### src/rtl/multdiv_unit_if.sv
// Request/response bundle between the execute stage and the multiply/divide unit.
interface multdiv_unit_if #(
  parameter int unsigned WIDTH = 32
);
  logic             ctrl_MULT;
  logic             ctrl_DIV;
  logic [WIDTH-1:0] data_operandA;
  logic [WIDTH-1:0] data_operandB;
  logic [WIDTH-1:0] data_result;
  logic             data_exception;
  logic             data_resultRDY;
  logic             busy;

  // Processor side: issues start pulses and operands, consumes results.
  modport master (
    output ctrl_MULT, ctrl_DIV, data_operandA, data_operandB,
    input  data_result, data_exception, data_resultRDY, busy
  );

  // Unit side.
  modport slave (
    input  ctrl_MULT, ctrl_DIV, data_operandA, data_operandB,
    output data_result, data_exception, data_resultRDY, busy
  );
endinterface

### src/rtl/multdiv_unit.sv
// Iterative signed multiplier / restoring divider, one bit per cycle, fixed WIDTH-cycle latency.
module multdiv_unit #(
  parameter int unsigned WIDTH = 32
) (
  input logic           clock,
  input logic           reset,
  multdiv_unit_if.slave bus
);
  localparam int unsigned CntW = (WIDTH > 1) ? $clog2(WIDTH) : 1;
  localparam logic [CntW-1:0] LastCnt = CntW'(WIDTH - 1);

  typedef enum logic [1:0] {StIdle, StMult, StDiv, StDone} state_e;

  state_e          state_q, state_d;
  logic [CntW-1:0] cnt_q, cnt_d;

  // Multiply has priority when both start pulses arrive together.
  logic start_mult, start_div;
  assign start_mult = bus.ctrl_MULT;
  assign start_div  = bus.ctrl_DIV & ~bus.ctrl_MULT;

  logic [2*WIDTH-1:0] mcand_q, prod_q;
  logic [WIDTH-1:0]   mplier_q, quot_q, rem_q, divisor_q;
  logic               neg_q, div0_q;

  logic [WIDTH-1:0] abs_a, abs_b;
  assign abs_a = bus.data_operandA[WIDTH-1] ? -bus.data_operandA : bus.data_operandA;
  assign abs_b = bus.data_operandB[WIDTH-1] ? -bus.data_operandB : bus.data_operandB;

  // One iteration of each algorithm; the final iteration feeds the result regs directly.
  logic [2*WIDTH-1:0] prod_step, prod_signed;
  logic [WIDTH:0]     rem_shift, rem_diff, prod_top;
  logic               q_bit, mult_ovf;
  logic [WIDTH-1:0]   rem_step, quot_step, quot_signed;

  assign prod_step   = mplier_q[0] ? (prod_q + mcand_q) : prod_q;
  assign prod_signed = neg_q ? -prod_step : prod_step;
  assign prod_top    = prod_signed[2*WIDTH-1:WIDTH-1];
  assign mult_ovf    = ~((&prod_top) | ~(|prod_top));

  // Borrow out of the trial subtraction means the divisor did not fit.
  assign rem_shift   = {rem_q, quot_q[WIDTH-1]};
  assign rem_diff    = rem_shift - {1'b0, divisor_q};
  assign q_bit       = ~rem_diff[WIDTH];
  assign rem_step    = q_bit ? rem_diff[WIDTH-1:0] : rem_shift[WIDTH-1:0];
  assign quot_step   = {quot_q[WIDTH-2:0], q_bit};
  assign quot_signed = neg_q ? -quot_step : quot_step;

  logic             busy, last_iter, rdy_d, exc_d, rdy_q, exc_q;
  logic [WIDTH-1:0] result_d, result_q;

  // State register and iteration counter.
  always_ff @(posedge clock or negedge reset) begin
    if (!reset) begin
      state_q <= StIdle;
      cnt_q   <= '0;
    end else begin
      state_q <= state_d;
      cnt_q   <= cnt_d;
    end
  end

  // Next state: a start always wins and restarts the count.
  always_comb begin
    state_d = state_q;
    cnt_d   = cnt_q;
    if (start_mult) begin
      state_d = StMult;
      cnt_d   = '0;
    end else if (start_div) begin
      state_d = StDiv;
      cnt_d   = '0;
    end else begin
      unique case (state_q)
        StMult, StDiv: begin
          if (cnt_q == LastCnt) begin
            state_d = StDone;
            cnt_d   = '0;
          end else begin
            cnt_d = cnt_q + 1'b1;
          end
        end
        StDone:  state_d = StIdle;
        default: state_d = StIdle;
      endcase
    end
  end

  // Outputs: the finishing iteration loads the result even if a new start arrives with it.
  always_comb begin
    busy      = (state_q == StMult) || (state_q == StDiv);
    last_iter = busy && (cnt_q == LastCnt);
    rdy_d     = last_iter;
    result_d  = result_q;
    exc_d     = exc_q;
    if (last_iter) begin
      if (state_q == StMult) begin
        result_d = prod_signed[WIDTH-1:0];
        exc_d    = mult_ovf;
      end else if (div0_q) begin
        result_d = '0;
        exc_d    = 1'b1;
      end else begin
        result_d = quot_signed;
        exc_d    = 1'b0;
      end
    end
  end

  // Operand latch on start, then one shift/add or shift/subtract step per cycle.
  always_ff @(posedge clock or negedge reset) begin
    if (!reset) begin
      mcand_q   <= '0;
      prod_q    <= '0;
      mplier_q  <= '0;
      quot_q    <= '0;
      rem_q     <= '0;
      divisor_q <= '0;
      neg_q     <= 1'b0;
      div0_q    <= 1'b0;
    end else if (start_mult || start_div) begin
      mcand_q   <= {{WIDTH{1'b0}}, abs_a};
      prod_q    <= '0;
      mplier_q  <= abs_b;
      quot_q    <= abs_a;
      rem_q     <= '0;
      divisor_q <= abs_b;
      neg_q     <= bus.data_operandA[WIDTH-1] ^ bus.data_operandB[WIDTH-1];
      div0_q    <= (bus.data_operandB == '0);
    end else if (state_q == StMult) begin
      prod_q   <= prod_step;
      mcand_q  <= {mcand_q[2*WIDTH-2:0], 1'b0};
      mplier_q <= {1'b0, mplier_q[WIDTH-1:1]};
    end else if (state_q == StDiv) begin
      rem_q  <= rem_step;
      quot_q <= quot_step;
    end
  end

  // Registered result, exception and ready pulse.
  always_ff @(posedge clock or negedge reset) begin
    if (!reset) begin
      result_q <= '0;
      exc_q    <= 1'b0;
      rdy_q    <= 1'b0;
    end else begin
      result_q <= result_d;
      exc_q    <= exc_d;
      rdy_q    <= rdy_d;
    end
  end

  assign bus.data_result    = result_q;
  assign bus.data_exception = exc_q;
  assign bus.data_resultRDY = rdy_q;
  assign bus.busy           = busy;
endmodule

### src/flat_wrapper.sv
// flat-port wrapper written by rule: the top's interface ports become plain ports
module multdiv_unit_flat 
#(
  parameter int unsigned WIDTH = 32
)
  (clock, reset, bus_ctrl_MULT, bus_ctrl_DIV, bus_data_operandA, bus_data_operandB, bus_data_result, bus_data_exception, bus_data_resultRDY, bus_busy);
  multdiv_unit_if #(.WIDTH(WIDTH)) bus_i ();
  input logic clock;
  input logic reset;
  input wire logic [$bits(bus_i.ctrl_MULT)-1:0] bus_ctrl_MULT;
  input wire logic [$bits(bus_i.ctrl_DIV)-1:0] bus_ctrl_DIV;
  input wire logic [$bits(bus_i.data_operandA)-1:0] bus_data_operandA;
  input wire logic [$bits(bus_i.data_operandB)-1:0] bus_data_operandB;
  output wire logic [$bits(bus_i.data_result)-1:0] bus_data_result;
  output wire logic [$bits(bus_i.data_exception)-1:0] bus_data_exception;
  output wire logic [$bits(bus_i.data_resultRDY)-1:0] bus_data_resultRDY;
  output wire logic [$bits(bus_i.busy)-1:0] bus_busy;
  assign bus_i.ctrl_MULT = bus_ctrl_MULT;
  assign bus_i.ctrl_DIV = bus_ctrl_DIV;
  assign bus_i.data_operandA = bus_data_operandA;
  assign bus_i.data_operandB = bus_data_operandB;
  assign bus_data_result = bus_i.data_result;
  assign bus_data_exception = bus_i.data_exception;
  assign bus_data_resultRDY = bus_i.data_resultRDY;
  assign bus_busy = bus_i.busy;
  multdiv_unit #(.WIDTH(WIDTH)) u_core (.clock(clock), .reset(reset), .bus(bus_i));
endmodule
### config.mk
export PLATFORM = sky130hd
export DESIGN_NAME = multdiv_unit_flat
export DESIGN_NICKNAME = d
export VERILOG_FILES = /design/src/rtl/multdiv_unit_if.sv /design/src/rtl/multdiv_unit.sv /design/src/flat_wrapper.sv
export SDC_FILE = /design/constraint.sdc
export NUM_CORES = 1
export LEC_CHECK = 0
export ABC_AREA = 0
export BUFFER_PORTS_ARGS = -buffer_cell sky130_fd_sc_hd__buf_2
export CAP_MARGIN = 20
export CELL_PAD_IN_SITES_DETAIL_PLACEMENT = 0
export CELL_PAD_IN_SITES_GLOBAL_PLACEMENT = 1
export CORE_UTILIZATION = 48
export CTS_CLUSTER_DIAMETER = 200
export DETAILED_ROUTE_END_ITERATION = 16
export GPL_ROUTABILITY_DRIVEN = 0
export GPL_TIMING_DRIVEN = 1
export PLACE_DENSITY = 0.92
export SLEW_MARGIN = 10
export SYNTH_ARGS = -nofsm -noshare
export SYNTH_HDL_FRONTEND = slang
export SYNTH_SLANG_ARGS = --single-unit
### constraint.sdc
create_clock -name clock -period 7.2 [get_ports clock]
set_input_delay 0.36 -clock clock [delete_from_list [all_inputs] [get_ports clock]]
set_output_delay 0.36 -clock clock [all_outputs]
set_load 0.01 [all_outputs]
==> impl_metrics.py <==
metrics = {
    "clocking": {
        "cts_resized": 0,
        "cts_buffers": 37,
        "root_buffer": "clkbuf_16",
        "cts_tree": "built",
        "cts.sinks": 299,
        "cts_htree_levels": 2,
        "cts_setup_buffers": 0,
        "cts_buffer_depth": 3,
        "clock_latency_ns": 0.58,
        "clkTransAtPathRegs_ns": 0.06,
        "holdBufCountCts": 1,
    },
    "critical_path": {
        "r2r-end": "u_core.bus.data_exception",
        "worst_setup_path_end_kind": "register",
        "cp-endpoint": "u_core.bus.data_exception",
        "start_kind": "register",
        "required_ns": 7.63,
        "regToRegStartpoint": "u_core.prod_q[0]",
        "r2r_setup_slack_ns": 1.19,
        "cp_data_arrival_time_ns": 6.43,
        "crit_chain": "ha_1 -> inv_1 -> fa_1 -> nand2b_1 -> a21o_1 -> a21oi_1 -> a21o_2 -> a21oi_4 -> or3_1 -> a41oi_1 -> nand2_1 -> nor4_1 -> nand3_2 -> nor4b_4 -> xnor2_1 -> a31oi_1 -> nor4b_1 -> and3_1 -> a211oi_1",
        "cp-startpoint": "u_core.prod_q[0]",
        "critPathMaxStageDelay_ns": 0.85,
        "crit_family": "simple AND/OR/NAND/NOR gates",
        "critPathBufInv": 1,
        "cpMaxStageDelayCell": "nor4_1",
        "path_max_fanout": 10,
        "reg2reg_depth": 19,
        "cp.depth": 19,
        "crit_type": "reg2reg",
    },
    "detailed_routing": {
        "wl_per_cell_um": 19.5,
        "route.detailed.drc": 0,
        "first_iter_violations": 2154,
        "avgViaCountPerCell": 6.39,
        "vias": 22600,
        "drtAntennaViolNets": 0,
        "wirelength_mm": 69.1,
        "drt-pass1-iter-count": 8,
    },
    "job": {
        "maxCapViolCount": 0,
    },
    "synthesis": {
        "synth_cell_types": 95,
        "ys_seq_area_share_pct": 31.8,
        "synth_edf_count": 0,
        "yosysWarningCount": 0,
        "syn_inst": 2913,
        "synth.avg_cell_area_um2": 8.08,
        "synth_nets": 3086,
        "synthArstFlopShare_pct": 100,
        "ys_ff_latch": 299,
        "synth_area_um2": 23500,
        "ys.flop_type": "dfrtp_1",
    },
    "placement": {
        "dp.cells": 3477,
        "hpwlAfterDp_mm": 49.4,
        "io_buffers": 102,
        "postPlaceCellArea_um2": 24400,
    },
    "global_route": {
        "grt_util_met3_pct": 4.73,
        "globalRouteOverflowTotal": 0,
        "globalRouteMet2Util_pct": 42.7,
        "grt-busiest-layer": "met2",
        "use_met1_pct": 39.0,
        "grt_first_pass_wirelength_mm": 112,
        "grt_usage_pct": 27.4,
        "grt_pass1_vias": 21300,
        "grt_max_degree": 167,
        "antenna_found_initial": 1,
    },
    "layout": {
        "diodes": 0,
        "layoutNonFillerInstCount": 3544,
        "final_net_count": 3075,
        "drive_gt1_share_pct": 8.47,
        "design_area_um2": 25700,
        "syn_to_final_growth_pct": 9.26,
    },
    "sta": {
        "post-route-min-period_ns": 6.01,
        "final-max-slew-violation-count": 0,
        "rsz0062_at_grt": "false",
        "setup_viol": 0,
        "fin_skew_ns": 0.0394,
        "period_share_pct": 83.4,
        "max_freq_mhz": 166,
        "slew_headroom_pct": 18.9,
        "hold_violations": 0,
        "fin_setup_tns_ns": 0,
        "worst_slew_pin_slew_ns": 1.22,
    },
    "floorplanning": {
        "core.rowCount": 80,
        "core_area_um2": 48000,
        "die_w_um": 223,
        "dieArea_um2": 49900,
        "pin_count": 103,
        "initial_core_util_pct": 49.0,
        "die_y_um": 223,
    },
    "hold_path": {
        "hold_path.class": "in2reg",
    },
    "power_and_ir_drop": {
        "seq_power_share_pct": 35.5,
        "ir_worst_vdd_mv": 0.146,
        "switchingPower_mw": 1.85,
        "p_leak_nw": 11.1,
        "powerDensity_nw_per_um2": 209,
        "swShare_pct": 34.3,
        "clockPowerShare_pct": 37.5,
        "combPwrFrac_pct": 27.0,
        "p_int_mw": 3.54,
    },
    "run_status": {
        "status": "finished, final reports clean",
    },
}
==> stage by stage <==
stage | power [mW] | hold slack (ns) | setup WS (ns) | util, %
2_1_floorplan | 2.95 | 0.0644 | 1.82 | -
3_3_place_gp | 3.32 | 0.335 | 1.50 | 50.7
3_5_place_dp | 3.35 | 0.346 | 1.33 | 50.8
4_1_cts | 5.38 | 0.0104 | 1.27 | 53.5
5_1_grt | 5.62 | 0.0328 | 0.791 | 53.5
6_report | 5.39 | 0.0255 | 1.19 | 53.5
==> kinds of logic after synthesis <==
| group | synth area share (%) |
|---|---|
| buffers and inverters | 4.41 |
| muxes | 4.83 |
| and+or+nand+nor | 22.6 |
| AOI/OAI and AO/OA | 24.4 |
| DFF | 31.8 |
| adders and majority gates | 5.64 |
| xor gates and xnor gates | 6.40 |
==> area by class of cell <==
class                      count  area, µm²
timing repair buffer         130        746
multi-input combinational   2344      15100
tap                          615        769
fill                        4459      22300
inverter                      90        338
clock inverter                16        295
clock buffer                  50       1020
sequential                   299       7490
==> how the worst min path moves through the flow <==
stage | slack (ns) | end | cells past startpoint | startpoint
finish | 0.03 | u_core.state_q[1] | 2 | bus_ctrl_MULT
CTS | 0.01 | u_core.state_q[1] | 2 | bus_ctrl_MULT
global route | 0.03 | u_core.state_q[1] | 2 | bus_ctrl_MULT
global placement | 0.34 | u_core.mcand_q[27] | 1 | reset
floorplan | 0.06 | u_core.bus.data_exception | 0 | reset
detailed placement | 0.35 | u_core.mcand_q[28] | 1 | reset
==> layer usage <==
| metal | vias up | part of all wire (%) | wire length (µm) |
|---|---|---|---|
| li1 | 10700 | - | - |
| met1 | 10900 | 45 | 31200 |
| met2 | 935 | 45 | 30900 |
| met3 | 127 | 7.8 | 5390 |
| met4 | 0 | 2.2 | 1550 |
| met5 | - | 0 | 0 |
==> power by group through the flow <==
stage	logic [mW]	clock network (mW)	registers [mW]
6_report	1.46	2.02	1.91
5_1_grt	1.59	2.11	1.92
4_1_cts	1.43	2.05	1.91
3_5_place_dp	1.42	0	1.94
3_3_place_gp	1.39	0	1.93
2_1_floorplan	1.05	0	1.89
==> registers in the layout, summed over array words and instances (netlist names), 2 cells and up <==
name	count
u_core.quot_q	32
u_core.state_q	2
u_core.prod_q	64
u_core.bus.data_result	32
u_core.rem_q	32
u_core.divisor_q	32
u_core.cnt_q	5
u_core.mplier_q	32
u_core.mcand_q	64
==> Yosys cell counts, drive strengths merged (70+ instances only) <==
library cell  number  area, µm²
nor2             360       1350
dfrtp            299       7480
nand2            291       1090
a21oi            237       1210
o21ai            139        699
clkbuf           137        514
ha               103       1290
xnor2            102        893
mux2i             99        991
a211oi            95        728
inv               89        334
nor3              87        445
xor2              70        613
==> cell usage in the layout, fill, tap and decap left out, types with 20 or more instances in the layout <==
| cell | Yosys | layout |
|---|---|---|
| xor2_1 | 70 | 70 |
| and2_1 | 44 | 44 |
| inv_1 | 88 | 87 |
| o21ai_0 | 127 | 127 |
| ha_1 | 103 | 102 |
| nand2_1 | 291 | 291 |
| or3_1 | 38 | 38 |
| nor4_1 | 26 | 26 |
| o31ai_1 | 47 | 47 |
| buf_4 | 0 | 26 |
| xnor2_1 | 102 | 101 |
| a21o_1 | 45 | 45 |
| a211oi_1 | 92 | 92 |
| nor2_1 | 360 | 358 |
| a311oi_1 | 22 | 22 |
| or4_1 | 20 | 20 |
| a31oi_1 | 60 | 60 |
| mux2i_1 | 99 | 99 |
| nor3_1 | 85 | 85 |
| a221oi_1 | 30 | 30 |
| nand4_1 | 40 | 40 |
| and3_1 | 20 | 20 |
| nand2b_1 | 30 | 30 |
| nor2b_1 | 25 | 24 |
| nand3_1 | 61 | 61 |
| clkbuf_16 | 0 | 37 |
| dfrtp_1 | 299 | 297 |
| buf_2 | 20 | 101 |
| a21oi_1 | 234 | 234 |
(Power assumes the default switching activity.)
